## config.mk

```make
export PLATFORM = sky130hd
export DESIGN_NAME = wallace_dot_accum
export DESIGN_NICKNAME = d
export VERILOG_FILES = /design/src/rtl/wallace_dot_accum.sv
export SDC_FILE = /design/constraint.sdc
export NUM_CORES = 1
export LEC_CHECK = 0
export ABC_AREA = 0
export BUFFER_PORTS_ARGS = -buffer_cell sky130_fd_sc_hd__buf_4
export CAP_MARGIN = 10
export CORE_AREA = 2 2 66 99
export CTS_BUF_LIST = sky130_fd_sc_hd__clkbuf_8
export DETAILED_ROUTE_END_ITERATION = 8
export DIE_AREA = 0 0 68 101
export GPL_TIMING_DRIVEN = 0
export PLACE_DENSITY = 0.8
export SLEW_MARGIN = 20
export SYNTH_ARGS = -nofsm -noshare
export SYNTH_HDL_FRONTEND = slang
export SYNTH_SLANG_ARGS = --single-unit
```

## constraint.sdc

```tcl
create_clock -name clk -period 2.82 [get_ports clk]
set_clock_uncertainty 0.15 [all_clocks]
set_input_delay 0.423 -clock clk [delete_from_list [all_inputs] [get_ports clk]]
set_output_delay 0.423 -clock clk [all_outputs]
set_load 0.005 [all_outputs]
```

## src/rtl/wallace_dot_accum.sv

```systemverilog
// Accumulates up to NTERMS unsigned products into one AW-bit dot-product result on a valid/ready output.
// Optional feature: define WALLACE_ACC_SAT_EN to saturate on carry instead of wrapping.
module wallace_dot_accum #(
    parameter int PW = 16,
    parameter int AW = 24,
    parameter int NTERMS = 8,
    localparam int CW = $clog2(NTERMS + 1)
) (
    input  logic          clk,
    input  logic          rst,
    input  logic          prod_valid,
    output logic          prod_ready,
    input  logic [PW-1:0] prod_data,
    input  logic          prod_last,
    output logic          res_valid,
    input  logic          res_ready,
    output logic [AW-1:0] res_data,
    output logic [CW-1:0] res_count,
    output logic          res_ovf
);

    typedef enum logic {ACCUM, DONE} state_t;

    state_t        state_q, state_d;
    logic [AW-1:0] acc_q, acc_d;
    logic [CW-1:0] cnt_q, cnt_d;
    logic          ovf_q, ovf_d;
    logic          res_valid_q, res_valid_d;
    logic [AW-1:0] res_data_q, res_data_d;
    logic [CW-1:0] res_count_q, res_count_d;
    logic          res_ovf_q, res_ovf_d;

    logic [AW:0]   sum_ext;
    logic          carry;
    logic [AW-1:0] acc_new;
    logic [CW-1:0] cnt_inc;
    logic          ovf_new;
    logic          accept;
    logic          close_res;

    always_comb begin
        state_d     = state_q;
        acc_d       = acc_q;
        cnt_d       = cnt_q;
        ovf_d       = ovf_q;
        res_valid_d = res_valid_q;
        res_data_d  = res_data_q;
        res_count_d = res_count_q;
        res_ovf_d   = res_ovf_q;

        // The first term of a result overwrites the stale sum, so no clear cycle is needed.
        if (cnt_q == '0) begin
            sum_ext = (AW + 1)'(prod_data);
        end else begin
            sum_ext = {1'b0, acc_q} + (AW + 1)'(prod_data);
        end
        carry = sum_ext[AW];
`ifdef WALLACE_ACC_SAT_EN
        acc_new = carry ? {AW{1'b1}} : sum_ext[AW-1:0];
`else
        acc_new = sum_ext[AW-1:0];
`endif
        ovf_new   = ovf_q | carry;
        cnt_inc   = cnt_q + CW'(1);
        accept    = prod_valid && (state_q == ACCUM);
        close_res = prod_last || (cnt_inc == CW'(NTERMS));

        case (state_q)
            ACCUM: begin
                if (accept) begin
                    acc_d = acc_new;
                    cnt_d = cnt_inc;
                    ovf_d = ovf_new;
                    if (close_res) begin
                        state_d     = DONE;
                        res_valid_d = 1'b1;
                        res_data_d  = acc_new;
                        res_count_d = cnt_inc;
                        res_ovf_d   = ovf_new;
                    end
                end
            end
            DONE: begin
                if (res_ready) begin
                    state_d     = ACCUM;
                    res_valid_d = 1'b0;
                    cnt_d       = '0;
                    ovf_d       = 1'b0;
                end
            end
            default: state_d = ACCUM;
        endcase
    end

    always_ff @(posedge clk) begin
        if (rst) begin
            state_q     <= ACCUM;
            acc_q       <= '0;
            cnt_q       <= '0;
            ovf_q       <= 1'b0;
            res_valid_q <= 1'b0;
            res_data_q  <= '0;
            res_count_q <= '0;
            res_ovf_q   <= 1'b0;
        end else begin
            state_q     <= state_d;
            acc_q       <= acc_d;
            cnt_q       <= cnt_d;
            ovf_q       <= ovf_d;
            res_valid_q <= res_valid_d;
            res_data_q  <= res_data_d;
            res_count_q <= res_count_d;
            res_ovf_q   <= res_ovf_d;
        end
    end

    assign prod_ready = (state_q == ACCUM);
    assign res_valid  = res_valid_q;
    assign res_data   = res_data_q;
    assign res_count  = res_count_q;
    assign res_ovf    = res_ovf_q;

endmodule

```

---- Yosys cells after proc, flatten, opt, wreduce, memory -nomap -nowiden ----
Index checks and enable logic that the tools add are counted.
storage, ports and cells
  logic and storage cells ................. 37
  bits in registers ....................... 60
cells by class
  equal/unequal tests ..................... 4
  add/sub/neg operators ................... 2
  bitwise logic cells ..................... 2
  reduce and logical (&&, ||, !) cells .... 7
  mux-type cells .......................... 14
operators by type and width
  kind                 count
  $add 24x16->25       1
  $mux 25              1
  $mux 4               2
  $pmux 4 s2           1
  $mux 1               7
  $pmux 1 s2           3
  $reduce_and 3->1     2
  $add 4x1->4 const B  1
  $eq 4x4->1 const B   1
  $logic_not 4->1      1
  $ne 2x1->1 const B   2
  $reduce_and 2->1     2
  $ne 2x2->1 const B   1
  $logic_and 1x1->1    1
  $logic_or 1x1->1     1
  $not 1->1            1
  $or 1x1->1           1

---- Longest topological paths before layout ----
Gate-level depths: netlist (run 1).
  depth after elaboration ................. 6
  mapped depth ............................ 10
  gate-level depth less buffers ........... 9

---- Worst setup path before layout (run 1) ----
OpenSTA, ideal clock, no wires.
  path type ............................... in2reg
  start ................................... in prod_data[0]
  end ..................................... reg res_data_q[16], in the netlist res_data[16]
  path slack .............................. 439 ps
  library setup time ...................... 122 ps
  arrival time ............................ 2,109 ps
  stages on the path ...................... 9
  path through ............................ ha_1 fa_1 a21oi_1 o211a_1 nor2_2 o21ai_2 a21o_1 nor4_1 a311o_1
between the ends
  word-level cells in the longest chain between the ends .. 2
ends and longest elaborated chain
  item                  RTL line  RTL
  start, declared       13        input logic [PW-1:0] prod_data,
  $add 24x16->25        55        sum_ext = {1'b0, acc_q} + (AW + 1)'(prod_data);
  $mux 25               52        if (cnt_q == '0) begin
  end signal, assigned  111       res_data_q <= res_data_d;
  end, declared         29        logic [AW-1:0] res_data_q, res_data_d;
Every way passes these cells.
A chain may end at the register's enable or synchronous reset.

---- Worst setup path after layout (run 1) ----
  start ................................... reg acc_q[0]
  end ..................................... reg ovf_q
between the ends
  word-level cells in the longest chain between the ends .. 5
ends and longest elaborated chain
  item                    RTL line  RTL
  start, declared         25        logic [AW-1:0] acc_q, acc_d;
  start signal, assigned  98        acc_q <= '0;
  start signal, assigned  107       acc_q <= acc_d;
  $add 24x16->25          55
  $mux 25                 52
  $or 1x1->1              63        ovf_new = ovf_q | carry;
  $mux 1                  70        if (accept) begin
  $pmux 1 s2              68        case (state_q)
  end signal, assigned    109       ovf_q <= ovf_d;
  end, declared           27        logic ovf_q, ovf_d;
Every way passes these cells. The select of a mux whose other input is x is not followed.

==> Flow_metrics.wiki, run 1 <==
{| class="wikitable"
! Metric !! Value
|-
| Via Count || 3463
|-
| Worst Tran Pin Value || 0.660 ns
|-
| Hold Path Cell Cnt || 4
|-
| CTS buffer count || 9
|-
| Remaining number of nets flagged by the antenna check after routing || 0
|-
| Path type of the worst setup path || reg2reg
|-
| Height of the die || 101 um
|-
| DRT iter0 DRCs || 225
|-
| Layout-stage area growth over the synthesis result || 18.8%
|-
| DR DRC count || 0
|-
| Cell Area, Synth || 3430 um2
|-
| Die X-Extent || 68 um
|-
| Top achievable clock speed || 0.391 GHz
|-
| First-pass GRT wire length || 15.2 mm
|-
| CTS H-Tree Depth || 3
|-
| Worst Hold Margin || 0.236 ns
|-
| Total negative slack || 0 ns
|-
| Antenna cell count || 0
|-
| Max clock buf depth || 2
|-
| Overall routed net length || 9.40 mm
|-
| Number of hold violations in the final report || 0
|-
| Count of different cell masters after synthesis || 59
|-
| TritonCTS clock tree || done
|-
| Count of buffers inserted at the top-level ports || 50
|-
| Initial antenna violation count || 0
|-
| Share of total power in the clock network || 32.6%
|-
| Setup crit end kind || flip-flop
|-
| Largest area contributor in the synthesized netlist || sky130_fd_sc_hd__dfxtp_1
|-
| Fillers || 528
|-
| Sequential fraction of design power || 42.7%
|-
| Half-perimeter wire length after placement || 6.77 mm
|-
| Top cells by area in the synthesized netlist || sky130_fd_sc_hd__dfxtp_1 (35%), sky130_fd_sc_hd__ha_1 (6.6%), sky130_fd_sc_hd__a21oi_1 (5.6%), sky130_fd_sc_hd__nor2_1 (5.4%), sky130_fd_sc_hd__nand2_1 (4.6%)
|-
| Time the final worst path needs with I/O delays and setup || 2.56 ns
|-
| Cell type of the slowest stage on the worst timing path || sky130_fd_sc_hd__or4b_1
|-
| Most common cell type on the critical path || sky130_fd_sc_hd__a21oi_1
|-
| Cells along the critical path || ha_1 > fa_1 > a21oi_1 > o211a_1 > nor2_2 > o21ai_2 > a21o_1 > or4b_1 > a21oi_1
|-
| Via density per instance || 6.18
|-
| Routability congestion estimate || 0.899
|-
| Unrepaired setup endpoints after global routing || false
|-
| Max-cap violations || 0
|-
| Worst setup margin || 0.261 ns
|-
| Pin count of the biggest net entering global routing || 11
|-
| Seq/Total Area, Yosys || 35.1%
|-
| Switching share of total power || 32.5%
|-
| Most repeated cell in the gate-level netlist after synthesis || sky130_fd_sc_hd__dfxtp_1
|-
| Number of nets in the synthesized netlist || 461
|-
| Remaining max-slew budget at the tightest pin || 56.0%
|-
| Via count of the first global-routing pass || 3345
|-
| Worst hold-check path type || in2reg
|-
| Final setup viols || 0
|-
| Yosys reg bits || 60
|-
| Slew Viols, Final || 0
|-
| Nets || 522
|-
| Internal power contribution || 1470 uW
|-
| Total leakage power || 0.00167 uW
|-
| Power density over cell area || 535 nW/um2
|-
| Number of sinks on the clock net || 60
|-
| Worst EP required || 2.95 ns
|-
| Yosys warning total || 0
|-
| Number of enable flip-flop cells after synthesis || 0
|-
| Maximum cell stage delay along the critical path || 0.53 ns
|-
| Avg Inst Size Synth || 8.14 um2
|-
| Leftover overflow at the end of global routing || 0
|-
| Post-cts resize count || 0
|-
| Ys flop type || sky130_fd_sc_hd__dfxtp_1
|-
| WL/cell || 16.8 um
|-
| GRT Overall Usage || 29.0%
|-
| Detailed-router iteration count before antenna repair || 4
|-
| Skew-Pair Late Insertion Delay || 0.35 ns
|-
| Num ports || 52
|-
| Hold-fix buffers at CTS || 0
|-
| Most instantiated cells after synthesis || sky130_fd_sc_hd__dfxtp_1 (60), sky130_fd_sc_hd__nor2_1 (49), sky130_fd_sc_hd__nand2_1 (42), sky130_fd_sc_hd__a21oi_1 (38)
|-
| Worst setup timing slack at the placement stage || 0.0852 ns
|-
| Period utilization || 90.7%
|-
| Final cell count without fillers || 560
|-
| Post-Syn Instances || 421
|-
| Rows || 35
|-
| Fraction of layout cells with a size suffix above 1 || 16.5%
|-
| Psw || 707 uW
|-
| Area of the core || 6040 um2
|-
| Fraction of power consumed by combinational cells || 24.7%
|-
| Arrival time worst endpoint || 2.69 ns
|-
| Worst-path maximum fanout || 6
|-
| Sort of element at the start of the critical path || flip-flop
|-
| Reg2Reg Depth || 9
|-
| Share of synthesized registers carrying an async set or reset || 0%
|-
| Run status || complete, no violations
|-
| Fraction of post-synthesis cell area in the top cell type by area || 35.1%
|-
| Placed Cells || 545
|-
| Clock tree root buffer cell || sky130_fd_sc_hd__clkbuf_8
|-
| Initial standard-cell utilization of the core || 56.7%
|-
| Peak supply drop || 0.000359 V
|-
| Reg clk slew, reported paths || 0.07 ns
|-
| Postcts setup bufs || 0
|-
| Area of the die || 6870 um2
|}
==> path summary, 6_finish.rpt <==
path              slack, ns           end         start
setup reg to reg       0.26         ovf_q      acc_q[0]
hold reg to reg        0.29  res_data[22]  res_data[22]
hold / removal         0.24     res_valid     res_ready
setup / recovery       0.26         ovf_q      acc_q[0]
==> placed cells by master (no fill, tap or decap), types with 3 or more instances in the layout <==
cell type	n
sky130_fd_sc_hd__inv_1	9
sky130_fd_sc_hd__a31oi_1	13
sky130_fd_sc_hd__nor2_1	49
sky130_fd_sc_hd__clkbuf_1	20
sky130_fd_sc_hd__buf_4	50
sky130_fd_sc_hd__a211oi_1	17
sky130_fd_sc_hd__ha_1	18
sky130_fd_sc_hd__and3_1	7
sky130_fd_sc_hd__o211ai_1	6
sky130_fd_sc_hd__xor2_1	7
sky130_fd_sc_hd__a22oi_1	4
sky130_fd_sc_hd__nor3_1	6
sky130_fd_sc_hd__nand2_1	42
sky130_fd_sc_hd__nor4_1	3
sky130_fd_sc_hd__dfxtp_1	60
sky130_fd_sc_hd__a21oi_1	38
sky130_fd_sc_hd__nand3b_1	3
sky130_fd_sc_hd__a21oi_2	3
sky130_fd_sc_hd__o21ai_0	20
sky130_fd_sc_hd__clkbuf_8	11
sky130_fd_sc_hd__and4_1	3
sky130_fd_sc_hd__a221oi_1	3
sky130_fd_sc_hd__mux2i_1	9
sky130_fd_sc_hd__or4_1	7
sky130_fd_sc_hd__xnor2_1	10
sky130_fd_sc_hd__a21o_1	5
sky130_fd_sc_hd__nand3_1	13
==> state kept, by name, summed over array words and instances, names as in the netlist <==
register / flops
acc_q: 24
res_data: 24
cnt_q: 4
res_count: 4
ovf_q: 1
res_ovf: 1
res_valid: 1
state_q: 1
==> per-layer routing <==
metal	wire, um	track usage, %
met5	0	0
met4	345	17.2
met3	583	3.91
met2	4800	50.8
met1	3660	32.0
==> stage by stage <==
step                      power, uW  utilization, %  instance area [um2]
after global placement         1460            64.4                 3890
after CTS                      2170            67.3                 4070
after floorplan                1310               -                 3430
final                          2180            67.3                 4070
after global routing           2270            67.3                 4070
after detailed placement       1480            64.4                 3890
==> critical path: cells and delay by family (launching register included) <==
| kind | cells | cell delay, ns |
|---|---|---|
| AOI/OAI and AO/OA | 5 | 0.89 |
| adders and majority gates | 2 | 0.43 |
| DFF | 1 | 0.33 |
| and+or+nand+nor | 2 | 0.68 |
==> power by group through the flow <==
stage / registers (uW) / clock network (uW) / logic (uW)
detailed placement: 947 / 0 / 530
finish: 930 / 710 / 538
floorplan: 942 / 0 / 370
CTS: 929 / 710 / 534
global route: 935 / 741 / 598
global placement: 945 / 0 / 517
==> cells by family (layout without fill, tap and decap cells) <==
group / Yosys count / in the layout / share of synthesized area (%)
adder cells (fa/ha/maj): 19 / 19 / 7.16
XOR/XNOR: 17 / 17 / 4.35
buffers and inverters: 33 / 98 / 3.87
AO/OA/AOI/OAI: 132 / 132 / 25.1
multiplexers: 9 / 9 / 2.63
flip-flops: 60 / 60 / 35.1
AND/OR/NAND/NOR: 151 / 151 / 21.8
==> final cells by class <==
class                   count  area (um2)  share of cell area (%)
flip-flops and latches     60        1200                    29.5
well taps                  74        92.6                    2.27
repair buffers             50         375                    9.22
clock inverters             4        25.0                   0.615
plain buffers              23        95.1                    2.34
multi-input cells         328        2090                    51.4
inverters                  10        37.5                   0.922
clock buffers              11         151                    3.72
No activity file was read; power rests on OpenSTA's default activity.
==> run 2, diff against run 1 <==
- CORE_AREA: 2 2 66 99 -> 2 2 67 100
- CTS_BUF_LIST: sky130_fd_sc_hd__clkbuf_8 -> default
- DIE_AREA: 0 0 68 101 -> 0 0 69 102
- PLACE_DENSITY: 0.8 -> 0.78
==> run 2 against run 1 <==
- sequential cell count unchanged
- largest power group unchanged
- largest cell class unchanged
- register-to-register slack hardly changed
- sequential power is essentially flat
- worst hold slack better by 0.0053 ns
- core utilization is 0.14 points higher
- worst setup slack got worse by 0.0060 ns
- critical path type unchanged
- fmax fell by 0.23%
- final area rose by 1.7%
- global-route usage fell by 1.1 points
==> Flow_metrics.wiki, run 2 (synthesis gave the netlist of run 1 again) <==
{| class="wikitable"
! Metric !! Value
|-
| Routability congestion estimate || 0.898
|-
| CTS buffer count || 9
|-
| Hold Path Cell Cnt || 4
|-
| Clock tree root buffer cell || sky130_fd_sc_hd__clkbuf_8
|-
| Worst r2r src || acc_q[4]
|-
| Internal power contribution || 1680 uW
|-
| Cell type of the slowest stage on the worst timing path || sky130_fd_sc_hd__or4_1
|-
| Cells along the critical path || ha_1 > nand2_2 > nor3_4 > o2111ai_1 > a21oi_2 > a21oi_2 > buf_6 > or4_1 > nand3_1
|-
| Sequential fraction of design power || 38.6%
|-
| Commonest non-fill, non-tap cells in the layout || sky130_fd_sc_hd__dfxtp_1 (60), sky130_fd_sc_hd__buf_4 (50), sky130_fd_sc_hd__nor2_1 (49)
|-
| Arrival time worst endpoint || 2.70 ns
|-
| Worst-path maximum fanout || 10
|-
| Remaining number of nets flagged by the antenna check after routing || 0
|-
| Setup crit end kind || flip-flop
|-
| Skew-Pair Late Insertion Delay || 0.35 ns
|-
| First-pass GRT wire length || 15.7 mm
|-
| Nets || 522
|-
| Half-perimeter wire length after placement || 6.95 mm
|-
| Psw || 725 uW
|-
| Final core occ || 67.5%
|-
| Unrepaired setup endpoints after global routing || false
|-
| Remaining max-slew budget at the tightest pin || 55.8%
|-
| Reg2Reg Depth || 9
|-
| Number of hold violations in the final report || 0
|-
| Worst hold-check path type || in2reg
|-
| CTS H-Tree Depth || 3
|-
| Via density per instance || 6.23
|-
| Worst Tran Pin Value || 0.663 ns
|-
| Pin count of the biggest net entering global routing || 11
|-
| Sort of element at the start of the critical path || flip-flop
|-
| Antenna cell count || 0
|-
| Worst R2R End || res_data[23]
|-
| R2R setup slack || 0.26 ns
|-
| Layout-stage area growth over the synthesis result || 20.8%
|-
| Total leakage power || 0.00171 uW
|-
| Final cell count without fillers || 561
|-
| Peak supply drop || 0.000477 V
|-
| Slew Viols, Final || 0
|-
| Endpoint of the worst hold-timing path || ovf_q
|-
| Time the final worst path needs with I/O delays and setup || 2.56 ns
|-
| Top achievable clock speed || 0.390 GHz
|-
| Via Count || 3496
|-
| TritonCTS clock tree || done
|-
| Switching share of total power || 30.1%
|-
| Maximum cell stage delay along the critical path || 0.48 ns
|-
| Overall power after layout || 2410 uW
|-
| Height of the die || 102 um
|-
| Max-cap violations || 0
|-
| Overall routed net length || 9.75 mm
|-
| Power density over cell area || 582 nW/um2
|-
| Most frequent standard cell in the layout excluding fill and tap cells || sky130_fd_sc_hd__dfxtp_1
|-
| Path type of the worst setup path || reg2reg
|-
| Die X-Extent || 69 um
|-
| Final setup viols || 0
|-
| WL/cell || 17.4 um
|-
| Placed Cells || 545
|-
| Leftover overflow at the end of global routing || 0
|-
| Fraction of power consumed by combinational cells || 23.0%
|-
| Hold-fix buffers at CTS || 0
|-
| Reg clk slew, reported paths || 0.07 ns
|-
| Total negative slack || 0 ns
|-
| Num ports || 52
|-
| Worst setup timing slack at the placement stage || 0.0307 ns
|-
| Initial antenna violation count || 0
|-
| Most common cell type on the critical path || sky130_fd_sc_hd__a21oi_2
|-
| Share of total power in the clock network || 38.3%
|-
| DR DRC count || 0
|-
| Area of the core || 6130 um2
|-
| Area of the die || 7040 um2
|-
| Count of buffers inserted at the top-level ports || 50
|-
| Via count of the first global-routing pass || 3416
|-
| Number of sinks on the clock net || 60
|-
| Worst EP required || 2.96 ns
|-
| Initial standard-cell utilization of the core || 55.9%
|-
| Detailed-router iteration count before antenna repair || 6
|-
| Fraction of layout cells with a size suffix above 1 || 17.0%
|-
| Period utilization || 91.0%
|-
| DRT iter0 DRCs || 290
|-
| Run status || complete, no violations
|-
| Beginning of the worst hold path || res_ready
|-
| Worst setup margin || 0.255 ns
|-
| GRT Overall Usage || 27.8%
|-
| Rows || 35
|-
| Max clock buf depth || 2
|}
==> run 2: cell count changes in the layout (fill, tap and decap cells not counted) <==
| cell | change |
|---|---|
| sky130_fd_sc_hd__clkbuf_8 | +1 |
| sky130_fd_sc_hd__clkinvlp_4 | -2 |
| sky130_fd_sc_hd__a21oi_2 | +1 |
| sky130_fd_sc_hd__a21oi_1 | -1 |
| sky130_fd_sc_hd__a211oi_2 | +1 |
| sky130_fd_sc_hd__bufinv_16 | +2 |
| sky130_fd_sc_hd__a211oi_1 | -1 |
==> run 2: power by group through the flow <==
| stage | sequential [uW] | clock [uW] | combinational, uW |
|---|---|---|---|
| CTS | 929 | 923 | 542 |
| finish | 930 | 923 | 554 |
| global route | 935 | 966 | 609 |
| detailed placement | 948 | 0 | 535 |
| global placement | 945 | 0 | 519 |
| floorplan | 942 | 0 | 370 |
==> run 2: cell type report <==
type | count | area (um2)
buffer | 23 | 95.1
clock buffer | 12 | 165
clock inverter | 4 | 70.1
fill | 551 | 1990
inverter | 10 | 37.5
multi-input combinational | 328 | 2100
sequential | 60 | 1200
tap | 74 | 92.6
timing repair buffer | 50 | 375
==> run 2: stage by stage <==
step | cell area, um2 | hold slack, ns
5_1_grt | 4140 | 0.264
4_1_cts | 4130 | 0.234
6_report | 4140 | 0.242
3_3_place_gp | 3890 | 0.283
3_5_place_dp | 3890 | 0.289
2_1_floorplan | 3430 | 0.282
==> run 2: what timing repair did <==
item,CTS,global route
setup endpoints to repair,0,6
resized for setup,0,2
endpoints found under the hold margin,0,0
setup buffers,0,0
==> run 2: how the worst max path moves through the flow <==
stage | start | endpoint | slack [ns]
global placement | prod_data[0] | res_data[16] | 0.09
CTS | acc_q[6] | res_data[17] | 0.25
finish | acc_q[4] | res_data[23] | 0.26
global route | cnt_q[0] | res_data[11] | 0.09
detailed placement | prod_data[4] | res_data[17] | 0.03
floorplan | prod_data[0] | res_data[16] | 0.44
==> run 2: layer usage <==
metal  routed length (um)  global-route usage (%)
met1                 3680                    29.8
met2                 5140                    52.0
met3                  637                    4.83
met4                  284                    14.9
met5                    0                       0
==> run 2: critical path: cells and delay by family (launching register included) <==
family,cells,cell delay [ns]
fa+ha+maj,1,0.40
simple gates,4,0.91
flops,1,0.32
buf+inv,1,0.16
compound gates,3,0.55
